**src/rtl/trace_line_streamer.sv**
```systemverilog
// Serialises a captured snapshot of labelled data words into one ASCII line,
// one byte per valid/ready handshake: "LB:HHHH LB:HHHH ...\r\n".
module trace_line_streamer #(
    parameter int unsigned DATA_W     = 32,
    parameter int unsigned NUM_FIELDS = 4,
    parameter bit          UPPERCASE  = 1'b1,
    parameter bit          EOL_EN     = 1'b1
) (
    input  logic                         clk,
    input  logic                         rst,
    input  logic                         start,
    input  logic [16*NUM_FIELDS-1:0]     labels,
    input  logic [DATA_W*NUM_FIELDS-1:0] fields,
    output logic                         busy,
    output logic [7:0]                   out_data,
    output logic                         out_valid,
    input  logic                         out_ready,
    output logic                         done
);

    localparam int unsigned DIGITS = DATA_W / 4;
    localparam int unsigned FW     = (NUM_FIELDS > 1) ? $clog2(NUM_FIELDS) : 1;
    localparam int unsigned DW     = (DIGITS > 1) ? $clog2(DIGITS) : 1;
    localparam logic [FW-1:0] LastField = FW'(NUM_FIELDS - 1);
    localparam logic [DW-1:0] LastDigit = DW'(DIGITS - 1);

    typedef enum logic [2:0] {
        StIdle, StLabHi, StLabLo, StColon, StDigit, StSep, StCr, StLf
    } state_e;

    state_e                        state_q, state_d;
    logic [FW-1:0]                 field_q, field_d;
    logic [DW-1:0]                 digit_q, digit_d;
    logic                          done_q, done_d;
    logic [16*NUM_FIELDS-1:0]      labels_q;
    logic [DATA_W*NUM_FIELDS-1:0]  fields_q;

    logic [15:0]       cur_label;
    logic [DATA_W-1:0] cur_word;
    logic [3:0]        nibble;
    logic [7:0]        hex_char;

    // Current field/nibble selection from the captured snapshot
    always_comb begin
        cur_label = '0;
        cur_word  = '0;
        for (int i = 0; i < NUM_FIELDS; i++) begin
            if (field_q == FW'(i)) begin
                cur_label = labels_q[16*i +: 16];
                cur_word  = fields_q[DATA_W*i +: DATA_W];
            end
        end
        nibble = '0;
        for (int d = 0; d < DIGITS; d++) begin
            if (digit_q == DW'(d)) begin
                nibble = cur_word[4*d +: 4];
            end
        end
        if (nibble < 4'd10) begin
            hex_char = 8'h30 + {4'h0, nibble};
        end else begin
            hex_char = (UPPERCASE ? 8'h37 : 8'h57) + {4'h0, nibble};
        end
    end

    always_comb begin
        state_d   = state_q;
        field_d   = field_q;
        digit_d   = digit_q;
        done_d    = 1'b0;
        out_valid = 1'b1;
        out_data  = 8'h00;
        unique case (state_q)
            StIdle: begin
                out_valid = 1'b0;
                if (start) begin
                    state_d = StLabHi;
                    field_d = '0;
                end
            end
            StLabHi: begin
                out_data = cur_label[15:8];
                if (out_ready) state_d = StLabLo;
            end
            StLabLo: begin
                out_data = cur_label[7:0];
                if (out_ready) state_d = StColon;
            end
            StColon: begin
                out_data = 8'h3A;
                if (out_ready) begin
                    state_d = StDigit;
                    digit_d = LastDigit;
                end
            end
            StDigit: begin
                out_data = hex_char;
                if (out_ready) begin
                    if (digit_q != '0) begin
                        digit_d = digit_q - 1'b1;
                    end else if (field_q != LastField) begin
                        state_d = StSep;
                    end else if (EOL_EN) begin
                        state_d = StCr;
                    end else begin
                        state_d = StIdle;
                        done_d  = 1'b1;
                    end
                end
            end
            StSep: begin
                out_data = 8'h20;
                if (out_ready) begin
                    state_d = StLabHi;
                    field_d = field_q + 1'b1;
                end
            end
            StCr: begin
                out_data = 8'h0D;
                if (out_ready) state_d = StLf;
            end
            StLf: begin
                out_data = 8'h0A;
                if (out_ready) begin
                    state_d = StIdle;
                    done_d  = 1'b1;
                end
            end
            default: begin
                out_valid = 1'b0;
                state_d   = StIdle;
            end
        endcase
    end

    assign busy = (state_q != StIdle);
    assign done = done_q;

    always_ff @(posedge clk or posedge rst) begin
        if (rst) begin
            state_q  <= StIdle;
            field_q  <= '0;
            digit_q  <= '0;
            done_q   <= 1'b0;
            labels_q <= '0;
            fields_q <= '0;
        end else begin
            state_q <= state_d;
            field_q <= field_d;
            digit_q <= digit_d;
            done_q  <= done_d;
            // Snapshot only on acceptance so later input changes cannot leak into the line
            if (state_q == StIdle && start) begin
                labels_q <= labels;
                fields_q <= fields;
            end
        end
    end

endmodule
```
**config.mk**
```make
export PLATFORM = sky130hd
export DESIGN_NAME = trace_line_streamer
export DESIGN_NICKNAME = d
export VERILOG_FILES = /design/src/rtl/trace_line_streamer.sv
export SDC_FILE = /design/constraint.sdc
export NUM_CORES = 1
export LEC_CHECK = 0
export BUFFER_PORTS_ARGS = -buffer_cell sky130_fd_sc_hd__buf_2
export CORE_AREA = 10 10 152 154
export DETAILED_ROUTE_END_ITERATION = 8
export DIE_AREA = 0 0 162 164
export PLACE_DENSITY = 0.71
export SYNTH_ARGS = -nofsm -noshare
export SYNTH_HDL_FRONTEND = slang
export SYNTH_SLANG_ARGS = --single-unit
```
**constraint.sdc**
```tcl
create_clock -name clk -period 6.94 [get_ports clk]
set_input_delay 0.694 -clock clk [delete_from_list [all_inputs] [get_ports clk]]
set_output_delay 0.694 -clock clk [all_outputs]
set_load 0.01 [all_outputs]
```
# --- Yosys cells after proc, flatten, opt, wreduce, memory -nomap -nowiden ---
# Index checks and enable logic that the tools add are counted.
totals:
  regBits: 201
  in_bits: 196
  output_inout_bits: 11
  word_cells: 88
op_classes:
  n_addsub: 4
  n_lt_le_gt_ge: 1
  n_eq_ne: 28
  muxes: 38
  n_reduce_logical: 11
ops:
  columns: ["cell", "count"]
  rows:
  - ["$mux 32", 4]
  - ["$mux 16", 4]
  - ["$pmux 8 s7", 1]
  - ["$mux 3", 11]
  - ["$mux 4", 8]
  - ["$eq 3x3->1 const B", 8]
  - ["$pmux 3 s8", 1]
  - ["$ne 2x2->1 const B", 11]
  - ["$add 6x4->7 const A", 2]
  - ["$eq 3x2->1 const B", 4]
  - ["$reduce_and 9->1", 1]
  - ["$mux 7", 1]
  - ["$eq 3x1->1 const B", 2]
  - ["$logic_not 3->1", 2]
  - ["$mux 2", 3]
  - ["$pmux 3 s2", 1]
  - ["$reduce_bool 3->1", 2]
  - ["$eq 2x2->1 const B", 2]
  - ["$lt 4x4->1 const B", 1]
  - ["$pmux 2 s2", 1]
  - ["$reduce_and 4->1", 1]
  - ["$reduce_bool 2->1", 2]
  - ["$mux 1", 3]
  - ["$reduce_and 3->1", 1]
  - ["other kinds (5)", 5]

# --- Longest topological paths before layout ---
# Gate-level depths: netlist of the first run.
depth:
  word_depth: 16
  mapped_depth: 14
  depth_no_buf: 11

# --- Worst setup path after synthesis of the first run ---
# OpenSTA, ideal clock, no wires.
synth_path:
  path_type: "reg-to-output"
  startpoint: "register field_q[0]"
  endpoint: "output out_data[1]"
  arrival_time_ns: 2.500
  required_time_ns: 6.246
  setup_slack_ns: 3.746
  path_stages_with_launch: 15
  path_buffers: 3
  cell_sequence: "dfrtp_1 > inv_1 > ha_1 > buf_2 > buf_4 > and3b_1 > a41oi_1 > o211ai_1 > a211o_1 > and2_1 > buf_6 > ha_1 > inv_1 > o21ai_1 > o21ai_1"
synth_via:
  elab_chain_cells: 16
  elab_cells_between_ends: 25
  classes_between: "2 x add/sub; 1 x order compare; 3 x eq/ne; 18 x mux; 1 x reduce/logical"
synth_rtl:
  columns: ["item", "line", "rtl"]
  rows:
  - ["from (decl)", "32", "logic [FW-1:0] field_q, field_d;"]
  - ["from (signal assigned)", "149", "field_q <= field_d;"]
  - ["$logic_not 2->1", "48", "if (field_q == FW'(i)) begin"]
  - ["$mux 32 (4 in a row)", "48", null]
  - ["$mux 4 (8 in a row)", "55", "if (digit_q == DW'(d)) begin"]
  - ["$add 6x4->7 (tied with other cells)", "62", "hex_char = (UPPERCASE ? 8'h37 : 8'h57) + {4'h0, nibble};"]
  - ["$mux 7", "59", "if (nibble < 4'd10) begin"]
  - ["$pmux 8 s7 (*)", "73", "unique case (state_q)"]
  - ["to (decl)", "15", "output logic [7:0] out_data,"]
# Every way passes the cells marked *; elsewhere a longest branch is shown, timed or not.

# --- Worst setup path in the final report of the first run ---
# Ends and elaborated chain as after synthesis.

==> results.yml, run 1 <==
outcome:
  run_status: "completed"
pwr:
  power.density_mw_per_mm2: 481
  finalPower_mw: 5.62
  seqPwrFrac: 0.388
  pwr-share-comb: 0.412
  switching_power_mw: 2.05
  power.share.clock: 0.200
  power.internal_mw: 3.57
  leakage_nw: 5.12
  maximum_vdd_drop_uv: 198
  p_sw_frac: 0.365
placement:
  numPortBuffers: 206
  gp_congestion: 0.909
  place_worst_setup_slack_ns: 2.41
  hpwlAfterDp_um: 20000
clock_network:
  cts_resized: 0
  numClockSinks: 201
  clock_tree.root_cell: "sky130_fd_sc_hd__clkbuf_16"
  ctsHoldBuffers: 0
  post-cts-setup-buffers: 0
  tritoncts_clock_tree: "done"
  max-clock-path-buffers: 3
  cts-htree-levels: 1
  cts_inserted_buffers: 22
  clock_transition_at_path_regs_ns: 0.06
  clk-insertion-delay-late_ns: 0.51
detailed_routing:
  avgRoutedWirePerCell_um: 21.6
  post_drt_antenna_nets: 0
  first_iteration_detailed_routing_drc_count: 678
  route.vias.total: 7387
  drt_first_pass_iters: 5
  total_wire_length_after_detailed_routing_um: 27800
  detail_route.drc_violations: 0
  route.detailed.vias_per_inst: 5.75
yosys:
  postSynth.asyncResetShare: 1.00
  ys_seq_elements: 201
  post_synth_inst_count: 827
  yosysWarningCount: 0
  synth_top_area_cell: "sky130_fd_sc_hd__dfrtp_1"
  synth.yosys.seq_area_share: 0.508
  ys_top_cells_by_count: "sky130_fd_sc_hd__dfrtp_1, sky130_fd_sc_hd__mux2_2, sky130_fd_sc_hd__nand2_1"
  cell_variety_after_synth: 61
  synth_flop_cell: "sky130_fd_sc_hd__dfrtp_1"
  syn_area_mm2: 0.00989
  synth.net_count: 1033
  top_post_synthesis_cells_by_area: "sky130_fd_sc_hd__dfrtp_1, sky130_fd_sc_hd__mux2_2, sky130_fd_sc_hd__buf_2, sky130_fd_sc_hd__nand2_1, sky130_fd_sc_hd__o21ai_0"
  yosysTopAreaCellShare: 0.508
  post-synth-top-count-cell: "sky130_fd_sc_hd__dfrtp_1"
  number_of_synthesized_flops_with_an_enable_pin: 0
  syn_avg_cell_area_um2: 12.0
global_route:
  grtUsageTotal: 0.204
  global_route_wire_length_before_repair_um: 43400
  first_global_vias: 7736
  grt_max_degree: 133
  grt_overflow_total: 0
  antenna_found_initial: 4
floorplanning:
  placeableCoreArea_mm2: 0.0200
  die_w_um: 162
  total_i_o_pin_count: 207
  num_rows: 52
  floorplan.die.height_um: 164
  start_util: 0.494
  die_area_mm2: 0.0266
finish:
  fillers: 1735
  ratio_of_cells_with_drive_above_1_in_the_final_layout: 0.443
  num-nets-final: 1204
  syn_to_final_growth_pct: 18.1
critical_path:
  count_of_buffering_cells_on_the_critical_path_with_inverters_included: 4
  cp_slowest_stage_delay_ns: 0.77
  worst-endpoint-arrival_ns: 4.37
  cp_cell_sequence: "inv_1 -> ha_1 -> buf_4 -> nor2b_2 -> a221oi_1 -> o31a_1 -> o41ai_1 -> nand2_1 -> ha_1 -> inv_1 -> o21ai_1 -> o21ai_1 -> buf_2"
  critPathRequiredTime_ns: 6.25
  r2r_setup_slack_ns: 3.55
  worst_r2r_endpoint: "fields_q[18]"
  worst_path_top_cell_family_by_delay: "compound AO/OA/AOI/OAI gates"
  r2r_start: "state_q[0]"
  end_kind: "output port"
  crit_path_start: "field_q[0]"
  r2r.worst_path.cells: 4
  critical_path_sink: "out_data[1]"
  timing.setup.critical_path_class: "flip-flop to output port"
  critPathLaunchType: "flip-flop"
  critPathMaxFanout: 30
  critPathSlowestCell: "sky130_fd_sc_hd__nor2b_2"
  cp.depth: 13
sta:
  total_negative_setup_slack_ns: 0
  clock-skew-final_ns: 0.0211
  layout_worst_path_cycle_share: 0.729
  slew_at_the_pin_closest_to_its_max_slew_limit_ns: 1.12
  final_hold_viol_count: 0
  timing_max_transition_violations_final: 0
  relSlewSlack: 0.255
  setup_viol: 0
  fmax_mhz: 198
  finalCriticalPeriod_ns: 5.06
  setup_repair_after_global_routing_missed_its_margin: "false"
  postLayoutSetupSlackWorst_ns: 1.88
job:
  max_cap_viol_count: 0
min_path:
  holdCritPathClass: "input port to async pin"
## state kept, by name (all words and copies together), names as in the netlist
signal and count:
fields_q 128, labels_q 64, digit_q 3, state_q 3
field_q 2, done 1
## power groups by stage
| stage | Clock (mW) | Combinational [mW] | Sequential, mW |
|---|---|---|---|
| 5_1_grt | 1.19 | 2.53 | 2.26 |
| 6_report | 1.12 | 2.31 | 2.18 |
| 3_5_place_dp | 0 | 2.30 | 2.19 |
| 3_3_place_gp | 0 | 2.25 | 2.19 |
| 2_1_floorplan | 0 | 1.86 | 2.00 |
| 4_1_cts | 1.14 | 2.31 | 2.18 |
## cell type report
type	count	area (um^2)	area share
antenna	4	10.0	0.000857
clock buffer	33	663	0.0568
clock inverter	4	20.0	0.00171
inverter	19	78.8	0.00675
multi-input combinational	539	4440	0.380
sequential	201	5030	0.431
tap	270	338	0.0289
timing repair buffer	215	1100	0.0940
## worst register-to-register path, delay by kind of cell (launching register included)
kind / cells / cell delay, ns
simple gates: 2 / 1.23
buf+inv: 1 / 0.91
flops: 1 / 0.59
mux: 1 / 0.55
## layer usage
layer	track usage	up-vias	wire, um
li1	-	3392	-
met1	0.273	3666	11800
met2	0.323	272	13100
met3	0.0416	57	1950
met4	0.0769	0	924
met5	0	-	0
## worst min-delay path by stage
stage                        startpoint       endpoint  slack (ns)
final                               rst   fields_q[18]        0.37
after global routing         fields[76]   fields_q[76]        0.40
after global placement     labels_q[35]   labels_q[35]        0.48
after CTS                    fields[72]   fields_q[72]        0.38
after detailed placement  fields_q[111]  fields_q[111]        0.49
after floorplan           fields_q[105]  fields_q[105]        0.47
## placed cells by master, fill, tap and decap left out, types with 13 or more instances in the layout
cell type | Yosys | routed
sky130_fd_sc_hd__a21oi_1 | 28 | 28
sky130_fd_sc_hd__a221oi_1 | 16 | 16
sky130_fd_sc_hd__a22oi_1 | 20 | 20
sky130_fd_sc_hd__buf_2 | 39 | 206
sky130_fd_sc_hd__clkbuf_16 | 0 | 23
sky130_fd_sc_hd__dfrtp_1 | 201 | 201
sky130_fd_sc_hd__inv_1 | 19 | 18
sky130_fd_sc_hd__mux2_2 | 187 | 187
sky130_fd_sc_hd__nand2_1 | 52 | 52
sky130_fd_sc_hd__nand3b_1 | 13 | 13
sky130_fd_sc_hd__nor2_1 | 25 | 25
sky130_fd_sc_hd__nor2b_1 | 15 | 14
sky130_fd_sc_hd__o21ai_0 | 34 | 34
## through the flow
step           hold slack [ns]  utilization  area [um^2]  std cells
6_report                 0.369        0.583        11700       1285
5_1_grt                  0.402        0.583        11700       1285
4_1_cts                  0.381        0.582        11700       1281
3_5_place_dp             0.489        0.548        11000       1244
3_3_place_gp             0.484        0.548        11000       1244
2_1_floorplan            0.472            -         9890        827
## cell families after synthesis
logic type / Yosys count / share of synthesized area
xor gates and xnor gates: 1 / 0.000886
AOI/OAI and AO/OA: 194 / 0.144
adders and majority gates: 10 / 0.0126
and+or+nand+nor: 147 / 0.0772
buffers and inverters: 87 / 0.0436
DFF: 201 / 0.508
muxes: 187 / 0.213
(Power assumes the default switching activity.)
==> run 2: changes to the inputs <==
- PLACE_DENSITY: 0.71 -> 0.74
- clock period: 6.94 -> 4.5 ns (I/O delays scaled with it)
==> run 2 against run 1 <==
Against the previous run: first-iteration DRC count fell by 11%; global-route usage about the same; highest routed layer is now met5; largest power group unchanged; clock-buffer cell count down 1.
==> results.yml, run 2 (synthesis gave the netlist of run 1 again) <==
critical_path:
  r2r.worst_path.cells: 4
  cp_slowest_stage_delay_ns: 0.64
  worst_path_top_cell_family_by_delay: "compound AO/OA/AOI/OAI gates"
  critPathMaxFanout: 17
  critPathLaunchType: "flip-flop"
  critPathRequiredTime_ns: 4.05
  r2r_start: "state_q[0]"
  worst_r2r_endpoint: "fields_q[85]"
  worst-endpoint-arrival_ns: 3.88
  critPathSlowestCell: "sky130_fd_sc_hd__ha_1"
  r2r_setup_slack_ns: 1.90
  path_common_cell: "sky130_fd_sc_hd__inv_1"
  count_of_buffering_cells_on_the_critical_path_with_inverters_included: 3
  timing.setup.critical_path_class: "flip-flop to output port"
  cp_cell_sequence: "inv_1 -> ha_1 -> inv_1 -> nor2_1 -> o211ai_1 -> a311oi_1 -> a21oi_2 -> a211o_1 -> o211ai_2 -> buf_2"
  end_kind: "output port"
clock_network:
  numClockSinks: 201
  cts-htree-levels: 1
  clock_tree.root_cell: "sky130_fd_sc_hd__clkbuf_16"
  clock_transition_at_path_regs_ns: 0.06
  tritoncts_clock_tree: "done"
  cts_inserted_buffers: 23
  max-clock-path-buffers: 3
  clk-insertion-delay-late_ns: 0.51
min_path:
  worstHoldPathCells: 3
  worstHoldStart: "fields[68]"
  holdPathEnd: "fields_q[68]"
  holdCritPathClass: "input port to flip-flop"
sta:
  finalCriticalPeriod_ns: 4.33
  setup_viol: 0
  layout_worst_path_cycle_share: 0.963
  fmax_mhz: 231
  final_hold_viol_count: 0
  clock-skew-final_ns: 0.0182
  relSlewSlack: 0.265
  slew_at_the_pin_closest_to_its_max_slew_limit_ns: 1.10
  timing_max_transition_violations_final: 0
  setup_repair_after_global_routing_missed_its_margin: "false"
  total_negative_setup_slack_ns: 0
floorplanning:
  die_area_mm2: 0.0266
  total_i_o_pin_count: 207
  start_util: 0.494
  num_rows: 52
  die_w_um: 162
  placeableCoreArea_mm2: 0.0200
  floorplan.die.height_um: 164
finish:
  layout_top_registers: "fields_q (128), labels_q (64)"
  num-nets-final: 1209
  largest_reg_flops: 128
  syn_to_final_growth_pct: 20.0
  fillers: 1695
  largest_register: "fields_q"
  layout.cells.most_common_list: "sky130_fd_sc_hd__buf_2, sky130_fd_sc_hd__dfrtp_1, sky130_fd_sc_hd__mux2_2, sky130_fd_sc_hd__nand2_1, sky130_fd_sc_hd__o21ai_0"
  ratio_of_cells_with_drive_above_1_in_the_final_layout: 0.451
  final_design_area_excluding_fillers_mm2: 0.0119
  layout.cells.most_common: "sky130_fd_sc_hd__buf_2"
  fin_cells: 1291
outcome:
  run_status: "completed"
detailed_routing:
  post_drt_antenna_nets: 0
  first_iteration_detailed_routing_drc_count: 604
  route.vias.total: 7431
  detail_route.drc_violations: 0
  drt_first_pass_iters: 5
  total_wire_length_after_detailed_routing_um: 28000
  route.detailed.vias_per_inst: 5.76
  avgRoutedWirePerCell_um: 21.7
global_route:
  grt_max_degree: 91
  grt_overflow_total: 0
  antenna_found_initial: 3
  global_route_wire_length_before_repair_um: 43600
  first_global_vias: 7862
  grtUsageTotal: 0.204
placement:
  gp_congestion: 0.958
  dp.cells: 1248
  postPlaceCellArea_mm2: 0.0111
  hpwlAfterDp_um: 20500
  numPortBuffers: 206
job:
  max_cap_viol_count: 0
pwr:
  leakage_nw: 5.19
  power.density_mw_per_mm2: 750
  maximum_vdd_drop_uv: 338
[run 2: how the worst max path moves through the flow]
stage                     from           to  slack, ns  cells past startpoint
floorplan                  rst   digit_q[0]       1.45                      1
global placement    field_q[1]  out_data[1]       0.75                     13
detailed placement  field_q[0]  out_data[1]       0.68                     13
CTS                 field_q[1]  out_data[1]       0.14                     13
global route        digit_q[0]  out_data[0]      0.006                     10
finish              digit_q[0]  out_data[0]       0.17                     10
[run 2: metrics by stage]
step	total power [mW]	hold slack [ns]	utilization	setup slack (ns)
2_1_floorplan	5.96	0.472	-	1.45
3_3_place_gp	6.87	0.486	0.553	0.747
3_5_place_dp	6.97	0.492	0.553	0.680
4_1_cts	8.91	0.150	0.591	0.141
5_1_grt	9.47	0.160	0.592	0.00599
6_report	8.90	0.152	0.593	0.167
[run 2: power by group]
group	switching [mW]	total, mW	internal [mW]
clock	0.736	1.89	1.15
sequential	0.687	3.43	2.74
combinational	1.80	3.59	1.80
total	3.22	8.90	5.68
[run 2: worst register-to-register path: cells and delay by family, from the launching register on]
family | cells | cell delay (ns)
buf+inv | 1 | 0.40
flops | 1 | 0.59
mux | 1 | 0.50
simple gates | 2 | 0.99
[run 2: area by class of cell]
type	count	area [um^2]	share of cell area
sequential	201	5030	0.424
multi-input combinational	539	4460	0.376
timing repair buffer	219	1190	0.100
clock buffer	32	669	0.0564
tap	270	338	0.0285
clock inverter	8	100	0.00843
inverter	19	75.1	0.00632
antenna	3	7.51	0.000632
[run 2: repair_timing]
action | CTS | global route
hold buffers | 0 | 0
setup buffers | 0 | 0
endpoints found under the setup margin | 0 | 6
resized for setup | 0 | 3
[run 2: metal layers]
layer  share of wire  global-route usage  routed length, um
met1            0.42               0.263              11600
met2            0.49               0.337              13700
met3           0.073              0.0456               2040
met4           0.020              0.0637                567
met5         0.00025                   0                  7
